===== config.mk =====
export PLATFORM = sky130hd
export DESIGN_NAME = nco_sweep_ctrl
export DESIGN_NICKNAME = d
export VERILOG_FILES = /design/src/rtl/nco_ctrl_pkg.sv /design/src/rtl/nco_dwell_timer.sv /design/src/rtl/nco_sweep_ctrl.sv
export SDC_FILE = /design/constraint.sdc
export NUM_CORES = 1
export LEC_CHECK = 0
export CORE_MARGIN = 2
export CORE_UTILIZATION = 45
export CTS_CLUSTER_SIZE = 8
export DETAILED_ROUTE_END_ITERATION = 8
export DONT_BUFFER_PORTS = 1
export SLEW_MARGIN = 20
export SYNTH_ARGS = -nofsm -noshare
export SYNTH_HDL_FRONTEND = slang
export SYNTH_SLANG_ARGS = --single-unit
export TNS_END_PERCENT = 50

===== constraint.sdc =====
create_clock -name clk -period 11.4 [get_ports clk]
set_clock_uncertainty 0.15 [all_clocks]
set_input_delay 1.14 -clock clk [delete_from_list [all_inputs] [get_ports clk]]
set_output_delay 1.14 -clock clk [all_outputs]
set_load 0.005 [all_outputs]

===== src/rtl/nco_ctrl_pkg.sv =====
// Shared types and defaults for the NCO sweep controller.
package nco_ctrl_pkg;

   localparam int PINC_W_DEF  = 32;
   localparam int DWELL_W_DEF = 16;

   typedef enum logic [1:0] {
      MODE_SINGLE = 2'd0,
      MODE_CONT   = 2'd1,
      MODE_TRI    = 2'd2
   } mode_e;

   typedef enum logic [1:0] {
      ST_IDLE = 2'd0,
      ST_RUN  = 2'd1,
      ST_DONE = 2'd2
   } state_e;

   // The reserved encoding behaves exactly like a single sweep.
   function automatic mode_e decode_mode(input logic [1:0] m);
      case (m)
         2'd1:    return MODE_CONT;
         2'd2:    return MODE_TRI;
         default: return MODE_SINGLE;
      endcase
   endfunction

endpackage


===== src/rtl/nco_dwell_timer.sv =====
// Loadable down-counter; expire is high during the last cycle of a dwell.
module nco_dwell_timer #(
   parameter int DWELL_W = 16
) (
   input  logic               clk,
   input  logic               rst,
   input  logic               clr,
   input  logic               load,
   input  logic [DWELL_W-1:0] load_val,
   output logic               expire
);

   logic [DWELL_W-1:0] cnt_q, cnt_d;

   always_comb begin
      cnt_d = cnt_q;
      if (clr)
         cnt_d = '0;
      else if (load)
         cnt_d = (load_val == '0) ? DWELL_W'(1) : load_val;
      else if (cnt_q != '0)
         cnt_d = cnt_q - DWELL_W'(1);
   end

   always_ff @(posedge clk) begin
      if (rst)
         cnt_q <= '0;
      else
         cnt_q <= cnt_d;
   end

   assign expire = (cnt_q == DWELL_W'(1));

endmodule


===== src/rtl/nco_sweep_ctrl.sv =====
// Frequency-sweep sequencer: steps the NCO phase increment from start to stop
// in single, sawtooth or triangle fashion, holding each point for a dwell.
module nco_sweep_ctrl
   import nco_ctrl_pkg::*;
#(
   parameter int PINC_W  = PINC_W_DEF,
   parameter int DWELL_W = DWELL_W_DEF
) (
   input  logic               clk,
   input  logic               rst,
   input  logic               start,
   input  logic               abort,
   input  logic [1:0]         cfg_mode,
   input  logic [PINC_W-1:0]  cfg_start,
   input  logic [PINC_W-1:0]  cfg_stop,
   input  logic [PINC_W-1:0]  cfg_step,
   input  logic [DWELL_W-1:0] cfg_dwell,
   output logic               nco_in_valid,
   output logic [PINC_W-1:0]  nco_in_data,
   output logic               busy,
   output logic               done
);

   state_e              state_q, state_d;
   mode_e               mode_q, mode_d;
   logic [PINC_W-1:0]   start_q, start_d, stop_q, stop_d, step_q, step_d, cur_q, cur_d;
   logic [DWELL_W-1:0]  dwell_q, dwell_d;
   logic                up_q, up_d, fwd_q, fwd_d;

   logic                tmr_load, tmr_clr, tmr_expire;
   logic [DWELL_W-1:0]  tmr_val;
   logic                at_end, next_fwd, step_up;
   logic [PINC_W-1:0]   tgt_cur, tgt_next, stepped;
   logic [PINC_W:0]     sum_w, diff_w;

   nco_dwell_timer #(.DWELL_W(DWELL_W)) u_dwell (
      .clk      (clk),
      .rst      (rst),
      .clr      (tmr_clr),
      .load     (tmr_load),
      .load_val (tmr_val),
      .expire   (tmr_expire)
   );

   // fwd means heading towards stop; the triangle return leg heads towards start.
   always_comb begin
      tgt_cur  = fwd_q ? stop_q : start_q;
      at_end   = (cur_q == tgt_cur) || (step_q == '0);
      next_fwd = (at_end && mode_q == MODE_TRI) ? ~fwd_q : fwd_q;
      tgt_next = next_fwd ? stop_q : start_q;
      step_up  = next_fwd ? up_q : ~up_q;
      sum_w    = {1'b0, cur_q} + {1'b0, step_q};
      diff_w   = {1'b0, cur_q} - {1'b0, step_q};
      if (step_up)
         stepped = (sum_w[PINC_W] || sum_w[PINC_W-1:0] > tgt_next) ? tgt_next : sum_w[PINC_W-1:0];
      else
         stepped = (diff_w[PINC_W] || diff_w[PINC_W-1:0] < tgt_next) ? tgt_next : diff_w[PINC_W-1:0];
   end

   always_comb begin
      state_d = state_q;
      case (state_q)
         ST_IDLE: if (start && !abort) state_d = ST_RUN;
         ST_RUN: begin
            if (abort)
               state_d = ST_IDLE;
            else if (tmr_expire && at_end && mode_q == MODE_SINGLE)
               state_d = ST_DONE;
         end
         default: state_d = ST_IDLE;
      endcase
   end

   always_comb begin
      mode_d   = mode_q;
      start_d  = start_q;
      stop_d   = stop_q;
      step_d   = step_q;
      dwell_d  = dwell_q;
      up_d     = up_q;
      fwd_d    = fwd_q;
      cur_d    = cur_q;
      tmr_load = 1'b0;
      tmr_clr  = 1'b0;
      tmr_val  = dwell_q;
      case (state_q)
         ST_IDLE: begin
            if (start && !abort) begin
               mode_d   = decode_mode(cfg_mode);
               start_d  = cfg_start;
               stop_d   = cfg_stop;
               step_d   = cfg_step;
               dwell_d  = cfg_dwell;
               up_d     = (cfg_stop >= cfg_start);
               fwd_d    = 1'b1;
               cur_d    = cfg_start;
               tmr_load = 1'b1;
               tmr_val  = cfg_dwell;
            end
         end
         ST_RUN: begin
            if (abort)
               tmr_clr = 1'b1;
            else if (tmr_expire) begin
               if (at_end && mode_q == MODE_SINGLE)
                  tmr_clr = 1'b1;
               else begin
                  cur_d    = (at_end && mode_q == MODE_CONT) ? start_q : stepped;
                  fwd_d    = next_fwd;
                  tmr_load = 1'b1;
               end
            end
         end
         default: tmr_clr = 1'b1;
      endcase
   end

   always_ff @(posedge clk) begin
      if (rst) begin
         state_q <= ST_IDLE;
         mode_q  <= MODE_SINGLE;
         start_q <= '0;
         stop_q  <= '0;
         step_q  <= '0;
         dwell_q <= '0;
         up_q    <= 1'b0;
         fwd_q   <= 1'b0;
         cur_q   <= '0;
      end else begin
         state_q <= state_d;
         mode_q  <= mode_d;
         start_q <= start_d;
         stop_q  <= stop_d;
         step_q  <= step_d;
         dwell_q <= dwell_d;
         up_q    <= up_d;
         fwd_q   <= fwd_d;
         cur_q   <= cur_d;
      end
   end

   always_comb begin
      nco_in_valid = (state_q == ST_RUN);
      nco_in_data  = nco_in_valid ? cur_q : '0;
      busy         = (state_q != ST_IDLE);
      done         = (state_q == ST_DONE);
   end

endmodule


==> results of run 1 <==
## worst min path at each step
stage	end	slack (ps)	start
after detailed placement	stop_q[10]$_SDFFE_PP0P_	310	stop_q[10]$_SDFFE_PP0P_
after global routing	stop_q[10]$_SDFFE_PP0P_	340	stop_q[10]$_SDFFE_PP0P_
after global placement	stop_q[10]$_SDFFE_PP0P_	310	stop_q[10]$_SDFFE_PP0P_
final	stop_q[10]$_SDFFE_PP0P_	320	stop_q[10]$_SDFFE_PP0P_
after floorplan	stop_q[1]$_SDFFE_PP0P_	300	stop_q[1]$_SDFFE_PP0P_
after CTS	stop_q[10]$_SDFFE_PP0P_	320	stop_q[10]$_SDFFE_PP0P_
## sequential cells by signal (all words and copies together), names as in the netlist
name	count
fwd_q	1
dwell_q	16
step_q	32
u_dwell.cnt_q	16
stop_q	32
start_q	32
state_q	2
cur_q	32
up_q	1
mode_q	2
## area by class of cell
type	instances	share of cell area
multi-input cells	1530	0.676
clock buffers	18	0.0284
well taps	442	0.0357
inverters	126	0.0306
clock inverters	14	0.00881
repair buffers	12	0.00582
flip-flops and latches	166	0.215
## stage by stage
step | hold slack [ps] | util | cells | setup slack, ps
2_1_floorplan | 296 | - | 1933 | 5780
3_3_place_gp | 311 | 0.460 | 2276 | 3760
3_5_place_dp | 310 | 0.460 | 2276 | 3560
4_1_cts | 320 | 0.478 | 2308 | 3540
5_1_grt | 345 | 0.478 | 2308 | 3390
6_report | 324 | 0.478 | 2308 | 3820
## where the power goes
group	internal, uW	switching (uW)	total [uW]
Sequential	619	60.8	680
Clock	312	284	596
Combinational	382	589	971
## worst max-delay path, delay by kind of cell, from the launching register on
family / cells / cell delay (ps)
simple gates: 4 / 430
fa+ha+maj: 3 / 910
flops: 1 / 380
compound gates: 17 / 4350
mux: 1 / 390
buf+inv: 4 / 860
## synth_stat cells (6+ instances only)
master / n / share of area
a31oi_1: 6 / 0.0026
o21a_1: 11 / 0.0056
mux2i_1: 78 / 0.053
a211o_1: 7 / 0.0042
a211oi_1: 20 / 0.010
clkbuf_1: 86 / 0.022
xor2_1: 11 / 0.0066
a21oi_1: 219 / 0.075
o21ai_0: 108 / 0.037
nand2b_1: 24 / 0.010
nor2b_1: 19 / 0.0081
a221oi_2: 16 / 0.016
mux2_2: 14 / 0.011
nor4_1: 27 / 0.011
and2_1: 37 / 0.016
a311oi_1: 7 / 0.0042
or3_1: 11 / 0.0047
o21ai_1: 22 / 0.0075
o21bai_1: 12 / 0.0061
nand2_1: 271 / 0.069
a221oi_1: 9 / 0.0054
buf_6: 6 / 0.0046
nand4_1: 26 / 0.011
nand3_1: 20 / 0.0068
dfxtp_1: 166 / 0.23
ha_1: 159 / 0.14
or2_2: 6 / 0.0026
a21o_1: 35 / 0.018
nor2_1: 113 / 0.029
xnor2_1: 84 / 0.050
buf_1: 6 / 0.0015
o211ai_1: 11 / 0.0056
o31ai_1: 13 / 0.0066
buf_2: 12 / 0.0041
nor3_1: 36 / 0.012
mux2_4: 15 / 0.015
inv_1: 126 / 0.032
## cells by family after synthesis
kind of cell	Yosys count	synth area share
simple gates	619	0.198
fa+ha+maj	161	0.138
compound gates	547	0.237
buf+inv	237	0.0647
mux	108	0.0801
flops	166	0.226
xor+xnor	95	0.0566
## layer usage
metal | vias up | GRT usage | wire [um]
met3 | 69 | 0.0474 | 3230
met4 | 0 | 0.0873 | 1130
li1 | 6698 | - | -
met2 | 489 | 0.482 | 22900
met5 | - | 0 | 0
met1 | 6674 | 0.400 | 22600
==> flow_summary.yaml, run 1 <==
global_routing:
  antenna_found_initial: 0
  grt_pass1_vias: 13200
  grt_pass1_wl_mm: 77.2
  gr-total-overflow: 0
  grt_max_degree: 152
  grt_util_all_layers: 0.295
sta:
  fin_tns_setup_ps: 0
  slew_violations: 0
  worst_pin_slew_ps: 1110
  relSlewSlack: 0.258
  timing.final.crit_period_ps: 7580
  rsz0062_at_grt: "false"
  setup_violations: 0
  min_period_over_period: 0.665
  hold_viol: 0
  fmax_mhz: 132
clocking:
  cts_buffer_depth: 2
  cts_resized: 0
  cts_buffers: 17
  cts.clk_slew.worst_paths_ps: 80
  cts_htree_levels: 4
  cts_setup_buffers: 0
  clock_sinks: 166
  cts_tree: "done"
  cts_root_buffer: "clkbuf_16"
  cts_hold_buf: 0
  clock_latency_ps: 480
synth:
  syn-cell-area_mm2: 0.0147
  syn-num-nets: 2212
  ys_async_sr_fraction: 0
  ys_ff_latch: 166
  synth-seq-area-share: 0.226
  synth.avg_cell_area_um2: 7.60
  netlist_instances: 1933
  synth.distinct_cells: 79
  synth_warnings: 0
  synth_edf_count: 0
  ys.flop_type: "dfxtp_1"
setup_path:
  cp.required_ps: 11650
  crit_type: "reg2reg"
  r2r_setup_slack_ps: 3820
  cp_slowest_stage_delay_ps: 590
  crit_slowest_cell: "a41oi_1"
  r2r_start: "cur_q[0]$_SDFFE_PP0P_"
  crit_end: "cur_q[30]$_SDFFE_PP0P_"
  end_kind: "flop"
  crit_start: "cur_q[0]$_SDFFE_PP0P_"
  crit_top_cell: "a21o_1"
  r2r_cells: 29
  start_kind: "flop"
  crit_fanout: 30
  regToRegEndpoint: "cur_q[30]$_SDFFE_PP0P_"
  critPathArrivalTime_ps: 7830
pwr:
  p_total_uw: 2250
  peakVddDrop_mv: 0.123
  p_leak_uw: 0.00638
  cellPowerDensity_mw_per_mm2: 145
die:
  core_mm2: 0.0324
  io_pins: 153
  die_w_um: 185
  initial_utilization: 0.454
  fp.dieH_um: 185
  row_count: 66
  dieArea_mm2: 0.0341
layout:
  diodes: 0
  fillers: 3317
  design_area_mm2: 0.0155
  regArea_mm2: 0.00333
  final_common_cell: "nand2_1"
  drive_gt1_frac: 0.0632
  nNetsFinal: 2132
  mostFrequentLayoutCells: "nand2_1, a21oi_1, dfxtp_1, ha_1, inv_1"
  multiInputGateArea_mm2: 0.0105
  area_delta_synth_final_pct: 5.31
outcome:
  status: "finished clean"
drt:
  viasPerCell: 6.04
  via_count: 13900
  ant_nets: 0
  dr.pass1.iters: 7
  drt_wl_total_mm: 49.8
  wl_per_cell_um: 21.6
  drc: 0
  drt-initial-drc-count: 1024
placement:
  dp_hpwl_mm: 37.9
  place_area_mm2: 0.0149
  gp_congestion: 1.01
  port_buffers: 0
hold_path:
  hold_path_depth: 2
  hp-class: "reg2reg"
job:
  drv_cap: 0
No activity file was read; power rests on OpenSTA's default activity.
==> inputs of run 2 (changes only) <==
clock period = 6.4 ns   (was 11.4 ns; I/O delays follow)
==> run 2 against run 1 <==
- first-iteration DRC count decreased by 9.4%
- critical endpoint is now cur_q[12]$_SDFFE_PP0P_
- register-to-register slack got worse by 3600 ps
- critical path type unchanged
- maximum frequency increased by 23%
- utilization increased by 2.9 points
- power increased by 91%
- cell area increased by 6.0%
- sequential share of layout area decreased by 1.2 points
- final cell count increased by 4.4%
- die area unchanged
- critical path depth decreased by 6
- wire length increased by 3.2%
- global-route usage increased by 0.77 points
==> flow_summary.yaml, run 2 (synthesized netlist as in run 1, its figures left out) <==
global_routing:
  gr-total-overflow: 0
  met1_usage: 0.403
  met3_usage: 0.0725
  grt_pass1_vias: 13800
  grt_busiest_layer: "met2"
  grt_max_degree: 152
  grt_util_all_layers: 0.303
  met2_usage: 0.476
  antenna_found_initial: 0
  grt_pass1_wl_mm: 78.7
setup_path:
  cp_slowest_stage_delay_ps: 470
  end_kind: "flop"
  critPathTopFamily: "compound AO/OA/AOI/OAI gates"
  crit_cells: 23
  crit_slowest_cell: "fa_1"
  r2r_cells: 23
  crit_type: "reg2reg"
  critPathArrivalTime_ps: 6320
  crit_buf_inv: 1
  cp.required_ps: 6580
  start_kind: "flop"
  cp_cell_sequence: "ha_1, fa_1, nor2b_1, or3_1, a31oi_2, o221ai_1, o22a_2, a21oi_1, o21ai_0, xnor2_1, ha_1, nand4_1, nor3_2, and2_1, nand3_1, and2_1, o31a_1, a221oi_2, nand2_4, buf_12, mux2_4, a221oi_2, o21ai_1"
  crit_fanout: 20
  r2r_setup_slack_ps: 270
sta:
  hold_viol: 0
  worst_pin_slew_ps: 840
  rsz0062_at_grt: "true"
  setup_violations: 0
  timing.final.crit_period_ps: 6130
  slew_violations: 0
  relSlewSlack: 0.440
  fmax_mhz: 163
  hold_ws_ps: 102
  min_period_over_period: 0.959
placement:
  port_buffers: 0
  dp_hpwl_mm: 40.1
  gp_congestion: 0.966
  placed_cells: 2374
drt:
  viasPerCell: 5.91
  drc: 0
  dr.pass1.iters: 7
  wl_per_cell_um: 21.4
  drt_wl_total_mm: 51.4
  via_count: 14200
  drt-initial-drc-count: 928
  ant_nets: 0
layout:
  area_delta_synth_final_pct: 11.6
  regArea_mm2: 0.00333
  instances_no_fill: 2409
  final_common_cell: "nand2_1"
  drive_gt1_frac: 0.120
  fillers: 3248
  multiInputGateArea_mm2: 0.0106
  mostFrequentLayoutCells: "nand2_1, a21oi_1, dfxtp_1, ha_1, inv_1"
  nNetsFinal: 2233
  diodes: 0
outcome:
  status: "finished clean"
die:
  row_count: 66
  core_mm2: 0.0324
  io_pins: 153
  die_w_um: 185
  dieArea_mm2: 0.0341
  fp.dieH_um: 185
  initial_utilization: 0.454
pwr:
  switching_share: 0.409
  cellPowerDensity_mw_per_mm2: 262
  power_frac_comb: 0.480
  pwr-share-clk: 0.245
  peakVddDrop_mv: 0.202
  switching_power_uw: 1760
  p_leak_uw: 0.00688
  p_seq_frac: 0.275
  p_int_uw: 2540
clocking:
  cts_buffers: 17
  cts_buffer_depth: 2
  cts.clk_slew.worst_paths_ps: 70
  cts_root_buffer: "clkbuf_16"
  clock_sinks: 166
  cts_htree_levels: 4
  cts_tree: "done"
  clock_latency_ps: 460
job:
  drv_cap: 0
hold_path:
  hold_path_depth: 1
  hp-class: "in2reg"
run 2: cell type report:
| type | instances | area share |
|---|---|---|
| tap | 442 | 0.0337 |
| inverter | 126 | 0.0288 |
| multi-input combinational | 1530 | 0.644 |
| clock buffer | 19 | 0.0264 |
| timing repair buffer | 113 | 0.0559 |
| sequential | 166 | 0.203 |
| clock inverter | 13 | 0.00839 |
run 2: path summary, 6_finish.rpt:
kind	from	to
worst max-delay path	step_q[0]$_SDFFE_PP0P_	cur_q[12]$_SDFFE_PP0P_
worst max register to register	step_q[0]$_SDFFE_PP0P_	cur_q[12]$_SDFFE_PP0P_
worst min register to register	stop_q[1]$_SDFFE_PP0P_	stop_q[1]$_SDFFE_PP0P_
worst min-delay path	rst	step_q[31]$_SDFFE_PP0P_
run 2: repair_timing:
| action | CTS | global route |
|---|---|---|
| setup buffers | 0 | 3 |
| endpoints found under the setup margin | 0 | 32 |
| gates resized for setup | 0 | 34 |
| hold buffers | 0 | 0 |
run 2: metal layers:
| layer | share of wire | vias to the layer above | wire (um) |
|---|---|---|---|
| met5 | 0 | - | 0 |
| met4 | 0.033 | 0 | 1720 |
| met3 | 0.075 | 114 | 3840 |
| met2 | 0.44 | 530 | 22700 |
| met1 | 0.45 | 6702 | 23200 |
| li1 | - | 6884 | - |
run 2: power by group through the flow:
stage	combinational, uW	sequential [uW]	clock, uW
global placement	1980	1200	0
CTS	2000	1180	1080
global route	2260	1190	1120
floorplan	1320	1180	0
finish	2060	1180	1060
detailed placement	1990	1200	0
run 2: through the flow:
step                setup slack [ps]  cell area, um2  utilization  total power (uW)  TNS, ps
finish                           266           16400        0.507              4300        0
global route                   -22.1           16400        0.507              4560    -22.1
CTS                             7.41           16200        0.502              4270        0
detailed placement              30.2           15700        0.484              3200        0
global placement                 173           15700        0.484              3180        0
floorplan                        783           14700            -              2500        0
